`src/rtl/down_counter8_to0.sv`:
```
// rtl/down_counter8_to0.sv - loadable down-counter/timer with terminal-count done pulse and optional auto-reload
module down_counter8_to0 #(
    parameter int WIDTH = 8
) (
    input  logic             clk,
    input  logic             rst_n,
    input  logic             load,
    input  logic [WIDTH-1:0] load_val,
    input  logic             start,
    input  logic             stop,
    input  logic             auto_reload,
    output logic [WIDTH-1:0] count,
    output logic             busy,
    output logic             zero,
    output logic             done
);

    typedef enum logic {
        IDLE = 1'b0,
        RUN  = 1'b1
    } state_t;

    localparam logic [WIDTH-1:0] ONE = {{(WIDTH-1){1'b0}}, 1'b1};

    state_t           state, state_n;
    logic [WIDTH-1:0] count_q, count_n;
    logic [WIDTH-1:0] reload_q, reload_n;
    logic             done_q, done_n;

    always_ff @(posedge clk) begin
        if (!rst_n) begin
            state    <= IDLE;
            count_q  <= '0;
            reload_q <= '0;
            done_q   <= 1'b0;
        end else begin
            state    <= state_n;
            count_q  <= count_n;
            reload_q <= reload_n;
            done_q   <= done_n;
        end
    end

    always_comb begin
        state_n  = state;
        count_n  = count_q;
        reload_n = reload_q;
        done_n   = 1'b0;
        if (load) begin
            count_n  = load_val;
            reload_n = load_val;
            // A zero load while running cancels the timer silently.
            if (state == RUN && load_val == '0) begin
                state_n = IDLE;
            end
        end else if (stop) begin
            state_n = IDLE;
        end else if (state == IDLE) begin
            if (start) begin
                if (count_q != '0) begin
                    state_n = RUN;
                end else begin
                    done_n = 1'b1;
                end
            end
        end else begin
            if (count_q > ONE) begin
                count_n = count_q - ONE;
            end else begin
                // Terminal count: reload only if there is something nonzero to reload.
                done_n = 1'b1;
                if (auto_reload && reload_q != '0) begin
                    count_n = reload_q;
                end else begin
                    count_n = '0;
                    state_n = IDLE;
                end
            end
        end
    end

    assign count = count_q;
    assign busy  = (state == RUN);
    assign zero  = ~|count_q;
    assign done  = done_q;

endmodule
```
`config.mk`:
```
export PLATFORM = sky130hd
export DESIGN_NAME = down_counter8_to0
export DESIGN_NICKNAME = d
export VERILOG_FILES = /design/src/rtl/down_counter8_to0.sv
export SDC_FILE = /design/constraint.sdc
export NUM_CORES = 1
export LEC_CHECK = 0
export CAP_MARGIN = 15
export CORE_ASPECT_RATIO = 0.9
export CORE_MARGIN = 1.5
export CORE_UTILIZATION = 46
export DETAILED_ROUTE_END_ITERATION = 8
export PLACE_DENSITY = 0.74
export SYNTH_ARGS = -nofsm -noshare
export SYNTH_HDL_FRONTEND = slang
export SYNTH_SLANG_ARGS = --single-unit
export TNS_END_PERCENT = 10
```
`constraint.sdc`:
```
create_clock -name clk -period 2.1 [get_ports clk]
set_input_delay 0.525 -clock clk [delete_from_list [all_inputs] [get_ports clk]]
set_output_delay 0.525 -clock clk [all_outputs]
set_load 0.01 [all_outputs]
```
After elaboration in Yosys (flattened, before gate mapping)
Cells that the tools add are included.
- bits of input ports: 14
- output and inout port bits: 11
- logic and storage cells: 36
- flip-flop bits (word level): 18
- add/sub/neg operators: 1
- equality and inequality tests: 2
- mux-type cells: 17
- magnitude comparators: 1
- reductions and logical operators: 10
- bitwise logic cells: 1
- operators by type and width (operator ; count):
    2-to-1 mux 8 bit ; 5
    nonzero test 8 bit ; 2
    2-to-1 mux 1 bit ; 12
    greater-than comparator 8 x 1 -> 1 bit (second input constant) ; 1
    logical NOT 8 bit ; 1
    OR reduction 8 bit ; 1
    subtractor 8 x 1 -> 8 bit (second input constant) ; 1
    OR reduction 3 bit ; 1
    logical AND 1 bit ; 2
    inequality test 2 x 1 -> 1 bit (second input constant) ; 1
    inequality test 2 bit (second input constant) ; 1
    AND reduction 2 bit ; 1
    nonzero test 2 bit ; 1
    logical NOT 1 bit ; 1
    inverter 1 bit ; 1

Longest topological paths before layout
Gate-level depths: netlist of the first run.
- depth in word-level cells: 7
- mapped depth: 7
- depth with buffers taken out: 6

Least setup slack after synthesis of the first run
Ideal clock, no wire load.
- kind: reg2reg
- start point: register count_q[0], in the netlist count[0]
- end point: register count_q[1], in the netlist count[1]
- path buffers: 1
- cell stages (with the launch flop): 8
- setup slack: 0.152 ns
- data arrival time: 1.861 ns
- path through: dfxtp_1 inv_1 ha_1 or2_4 and3_4 buf_6 o311a_1 a221oi_2
- word-level cells in the longest chain between the ends: 5
- ends and longest elaborated chain (item ; RTL line ; RTL):
    start: declaration ; 26 ; logic [WIDTH-1:0] count_q, count_n;
    start signal: assignment ; 38 ; count_q <= count_n;
    subtractor 8 x 1 -> 8 bit or greater-than comparator 8 x 1 -> 1 bit (tied branches) ; 68, 67 ;
    2-to-1 mux 8 bit (*) ; 67 ; if (count_q > ONE) begin
    2-to-1 mux 8 bit (*) ; 58 ; end else if (state == IDLE) begin
    2-to-1 mux 8 bit (*) ; 56 ; end else if (stop) begin
    2-to-1 mux 8 bit (*) ; 49 ; if (load) begin
Every way passes the cells marked *; elsewhere a longest branch is shown, timed or not. The select of a mux whose other input is x is not followed.
A chain may end at the register's enable or synchronous reset.

Final worst setup path of the first run
- start point: register count_q[3], in the netlist count[3]
- end point: output port zero
- word-level cells in the longest chain between the ends: 2
- ends and longest elaborated chain (item ; RTL line ; RTL):
    OR reduction 8 bit ; 84 ; assign zero = ~|count_q;
    logical NOT 1 bit ; 84 ;
    end: declaration ; 14 ; output logic zero,
No other way between the ends.

==> qor.csv, run 1 <==
metric,value,unit
groute.usage.overall,0.252,
drv_slew,0,
final_cell_mix,"23 x clkdlybuf4s50_1, 18 x dfxtp_1, 16 x buf_4, 12 x nand2_1, 11 x a21oi_1",
grt_pass1_wl,4910,um
antenna_found_initial,0,
tns,0,ns
worst_slew_pin_slew,0.459,ns
crit_path_end_kind,primary output,
yosysUniqueCellTypes,40,
cts-buffers-inserted,3,
drive_gt1_frac,0.182,
clock_path_buffers,2,
die_w,54.1,um
vdd_drop_max,0.000445,V
ff2ff_setup_slack,0.20,ns
core_area,0.00220,mm2
layout_commonest_cell,clkdlybuf4s50_1,
outcome,finished clean,
rr_worst_depth,6,
wl_per_cell,15.0,um
power_density,601,mW/mm2
initial_utilization,0.491,
clk_pin_slew,0.10,ns
synth_xor_area_frac,0.0243,
yosysTopAreaCell,dfxtp_1,
num-nets-final,188,
antenna_left,0,
synth_adder_area_share,0.0347,
cp.arrival,1.41,ns
ys.flop_type,dfxtp_1,
synth_edf_count,0,
cts_tree,yes,
syn-instance-count,132,
crit_fanout,2,
setup_viol,0,
rsz0062_at_grt,false,
ys_ff_latch,18,
grt_max_degree,13,
dp.cells,192,
synth_area_leaders,"dfxtp_1 33%, a21oi_1 5.1%, mux2i_1 4.6%, nand3_1 4.2%, nand2_1 4.2%",
wl_met1,1320,um
fmax,516,MHz
avgSynthCellArea,8.20,um2
insertion_delay,0.30,ns
fin_ws,0.161,ns
critPathLaunchType,flip-flop,
cts_max_level,1,
synth_simple_gate_area_share,0.283,
drt_iter0_drc,43,
fin_area,0.00149,mm2
drv_cap,0,
clock-sinks,18,
vias_per_cell,5.85,
ioPinCount,25,
syn_nets,149,
synth_top_family_by_area,simple AND/OR/NAND/NOR gates,
holdPathEnd,reload_q[0],
dp_hpwl,2280,um
wl,2950,um
die_h,49.0,um
synth_warnings,0,
muxShareOfSynthArea,0.0566,
rows,16,
wl_met3,196,um
overflow,0,
required,1.57,ns
holdCritPathClass,flip-flop to flip-flop,
synth_async_sr_flop_share,0,
fin_skew,0.0119,ns
regToRegEndpoint,count[0],
place_area,0.00144,mm2
syn_area,0.00108,mm2
n_fill_cell,211,
remaining_drc_errors,0,
ys_seq_area_frac,0.333,
whs_path_depth,2,
gp_congestion,0.883,
diodes,0,
finalHoldViolCount,0,
root_buffer,clkbuf_4,
dp_slack,0.0887,ns
synth_top_area_frac,0.333,
crit_type,flip-flop to primary output,
post-route-period-util,0.924,
vias,1152,
firstDrtPassIters,4,
grt_pass1_vias,1074,
leakagePower,0.000589,uW
dieArea,0.00265,mm2
hp-start,reload_q[0],
dr.max_layer_used,met4,
timing.slew.headroom,0.691,
reg2reg_from,count[1],
worst_hold_slack,0.492,ns
synth_compound_area_frac,0.213,
areaGrowthSynthToFinish,37.3,%
dr_wl_met2,1400,um
min_period,1.94,ns
final_cells,197,
io_buffers,24,
cts_hold_buf,0,
stage by stage:
step	util	power [uW]
after floorplan	-	554
after global placement	0.652	670
after detailed placement	0.652	672
after CTS	0.675	896
after global routing	0.675	953
final	0.675	894
worst max-delay path, stage by stage, from the launching register on:
cell	delay, ns
dfxtp_1	0.35
nor4_4	0.31
nand3_1	0.14
inv_1	0.07
dlygate4sd2_1	0.26
flip-flops by register name, summed over array words and instances (netlist names):
name,cells
busy,1
count,8
reload_q,8
done,1
cells by family (layout without fill, tap and decap cells):
kind of cell | count (synthesis) | in the layout
flops | 18 | 18
simple gates | 56 | 56
buf+inv | 13 | 51
mux | 6 | 6
xor+xnor | 3 | 3
fa+ha+maj | 3 | 3
compound gates | 33 | 33
power by group:
| part | switching [uW] | internal, uW |
|---|---|---|
| sequential | 21.9 | 364 |
| clock | 112 | 106 |
| combinational | 139 | 151 |
Yosys cell counts (2+ instances only):
cell / n
ha_1: 3
nor2_1: 10
a211o_1: 2
xnor2_1: 3
nand2_1: 12
o311a_2: 2
a41oi_1: 2
buf_2: 3
a22oi_1: 2
inv_1: 7
a21oi_1: 11
nor3b_1: 2
nor3_1: 4
nor4_1: 4
a31oi_1: 2
o21ai_0: 4
mux2i_1: 5
nand3_1: 9
nand4_1: 3
nor2b_1: 3
clkbuf_1: 2
o22ai_1: 2
dfxtp_1: 18
metal layers:
metal | track usage | up-vias
met4 | 0.0542 | 0
met2 | 0.392 | 47
met1 | 0.345 | 532
li1 | - | 569
met3 | 0.0675 | 4
met5 | 0 | -
what timing repair did:
item,CTS,global route
setup buffers,1,0
gates resized for setup,2,0
setup endpoints to repair,1,0
final cells by class:
class	count	area [um2]	share of cell area
Clock buffer	4	36.3	0.0244
Multi-Input combinational cell	101	671	0.451
Tap cell	27	33.8	0.0227
Timing Repair Buffer	40	359	0.242
Sequential cell	18	360	0.242
Inverter	7	26.3	0.0177
worst max path at each step:
stage	start	to	slack, ns
6_report	count[3]	zero	0.16
5_1_grt	count[3]	zero	0.07
4_1_cts	count[3]	zero	0.15
3_5_place_dp	stop	count[5]	0.09
3_3_place_gp	stop	count[5]	0.11
2_1_floorplan	count[0]	count[1]	0.15
(Power assumes the default switching activity.)
==> run 2: changes to the inputs <==
--- a/config.mk
+++ b/config.mk
@@ -11,6 +11,7 @@
 export CORE_UTILIZATION = 46
 export DETAILED_ROUTE_END_ITERATION = 8
 export PLACE_DENSITY = 0.74
+export SKIP_CTS_REPAIR_TIMING = 1
 export SYNTH_ARGS = -nofsm -noshare
 export SYNTH_HDL_FRONTEND = slang
 export SYNTH_SLANG_ARGS = --single-unit
==> qor.csv, run 2 (synthesis gave the netlist of run 1 again) <==
metric,value,unit
outcome,finished clean,
antenna_left,0,
dp_hpwl,2280,um
drt_iter0_drc,42,
clock-sinks,18,
overflow,0,
num-nets-final,187,
rr_worst_depth,6,
leakagePower,0.000597,uW
p_int,619,uW
grt_max_degree,13,
n_fill_cell,209,
diodes,0,
power_density,601,mW/mm2
rsz0062_at_grt,false,
rows,16,
worst_slew_pin_slew,0.460,ns
core_area,0.00220,mm2
layout_commonest_cell,clkdlybuf4s50_1,
setup_viol,0,
clock_path_buffers,2,
cts_max_level,1,
dr.max_layer_used,met4,
root_buffer,clkbuf_4,
cp.arrival,2.13,ns
cts-buffers-inserted,3,
dr_wl_met2,1390,um
fin_skew,0.0120,ns
crit_type,flip-flop to flip-flop,
drv_slew,0,
cts_tree,yes,
ff2ff_setup_slack,0.18,ns
whs_path_depth,2,
drv_cap,0,
fmax,520,MHz
gp_congestion,0.883,
areaGrowthSynthToFinish,37.0,%
switching_share,0.305,
antenna_found_initial,0,
seq_area,360,um2
final_cell_mix,"23 x clkdlybuf4s50_1, 18 x dfxtp_1, 15 x buf_4, 12 x nand2_1, 11 x a21oi_1",
power_frac_comb,0.323,
grt_pass1_vias,1064,
holdPathEnd,reload_q[0],
die_w,54.1,um
crit_fanout,11,
io_buffers,24,
insertion_delay,0.30,ns
vias_per_cell,5.82,
wl_met3,177,um
multi_input_area,671,um2
vias,1141,
drive_gt1_frac,0.178,
ioPinCount,25,
wl_met1,1350,um
crit_path_end_kind,flip-flop,
holdCritPathClass,flip-flop to flip-flop,
vdd_drop_max,0.000445,V
min_period,1.92,ns
critPathLaunchType,flip-flop,
groute.usage.overall,0.251,
fin_area,0.00148,mm2
final_cells,196,
place_area,0.00144,mm2
initial_utilization,0.491,
switching_power,272,uW
firstDrtPassIters,4,
dp.cells,192,
hp-start,reload_q[0],
p_seq_frac,0.433,
wl_per_cell,15.1,um
regToRegEndpoint,count[0],
die_h,49.0,um
wl,2950,um
finalHoldViolCount,0,
grt_pass1_wl,4900,um
reg2reg_from,count[1],
power.share.clock,0.244,
timing.slew.headroom,0.691,
remaining_drc_errors,0,
clk_pin_slew,0.11,ns
dieArea,0.00265,mm2
post-route-period-util,0.915,
required,2.31,ns
## run 2: changes by cell type in the layout (fill, tap and decap cells not counted)
| cell | change |
|---|---|
| dlymetal6s2s_1 | +1 |
| buf_4 | -1 |
| dlygate4sd2_1 | -1 |
## run 2: final cells by class
type	count	share of cell area
inverters	7	0.0177
flip-flops and latches	18	0.243
repair buffers	39	0.240
multi-input cells	101	0.452
well taps	27	0.0228
clock buffers	4	0.0245
## run 2: layer usage
layer	track usage	vias up
met5	0	-
met4	0.0542	0
met3	0.0675	4
met2	0.388	46
met1	0.347	526
li1	-	565
## run 2: how the worst max path moves through the flow
stage               slack [ns]  cells past startpoint       end     start
finish                    0.18                      6  count[0]  count[1]
floorplan                 0.15                      7  count[1]  count[0]
global placement          0.11                      5  count[5]      stop
CTS                      -0.19                      4      zero  count[5]
detailed placement        0.09                      5  count[5]      stop
global route              0.07                      6  count[0]  count[1]
## run 2: worst max-delay path, stage by stage (launching register included)
cell	delay (ns)
dfxtp_1	0.36
inv_1	0.10
ha_1	0.27
or2_4	0.30
and3_4	0.23
o311a_2	0.33
a221oi_1	0.25
## run 2: power by group through the flow
stage               logic (uW)  registers, uW  clock network, uW
finish                     288            386                218
global route               315            389                247
CTS                        283            383                225
detailed placement         281            391                  0
global placement           279            390                  0
floorplan                  155            400                  0
## run 2: metrics by stage
step	setup slack [ns]	hold slack, ns	TNS [ns]	total power (uW)	utilization
floorplan	0.152	0.458	0	554	-
global placement	0.110	0.473	0	670	0.652
detailed placement	0.0887	0.475	0	672	0.652
CTS	-0.189	0.490	-0.189	891	0.668
global route	0.0707	0.517	0	951	0.673
finish	0.178	0.492	0	891	0.673
==> run 3: changes to the inputs <==
--- a/config.mk
+++ b/config.mk
@@ -9,6 +9,7 @@
 export CORE_ASPECT_RATIO = 0.9
 export CORE_MARGIN = 1.5
 export CORE_UTILIZATION = 46
+export CTS_CLUSTER_SIZE = 12
 export DETAILED_ROUTE_END_ITERATION = 8
 export PLACE_DENSITY = 0.74
 export SKIP_CTS_REPAIR_TIMING = 1
==> results of run 3 <==
Same layout as run 2: the final DEF is identical, and so are final timing and power.
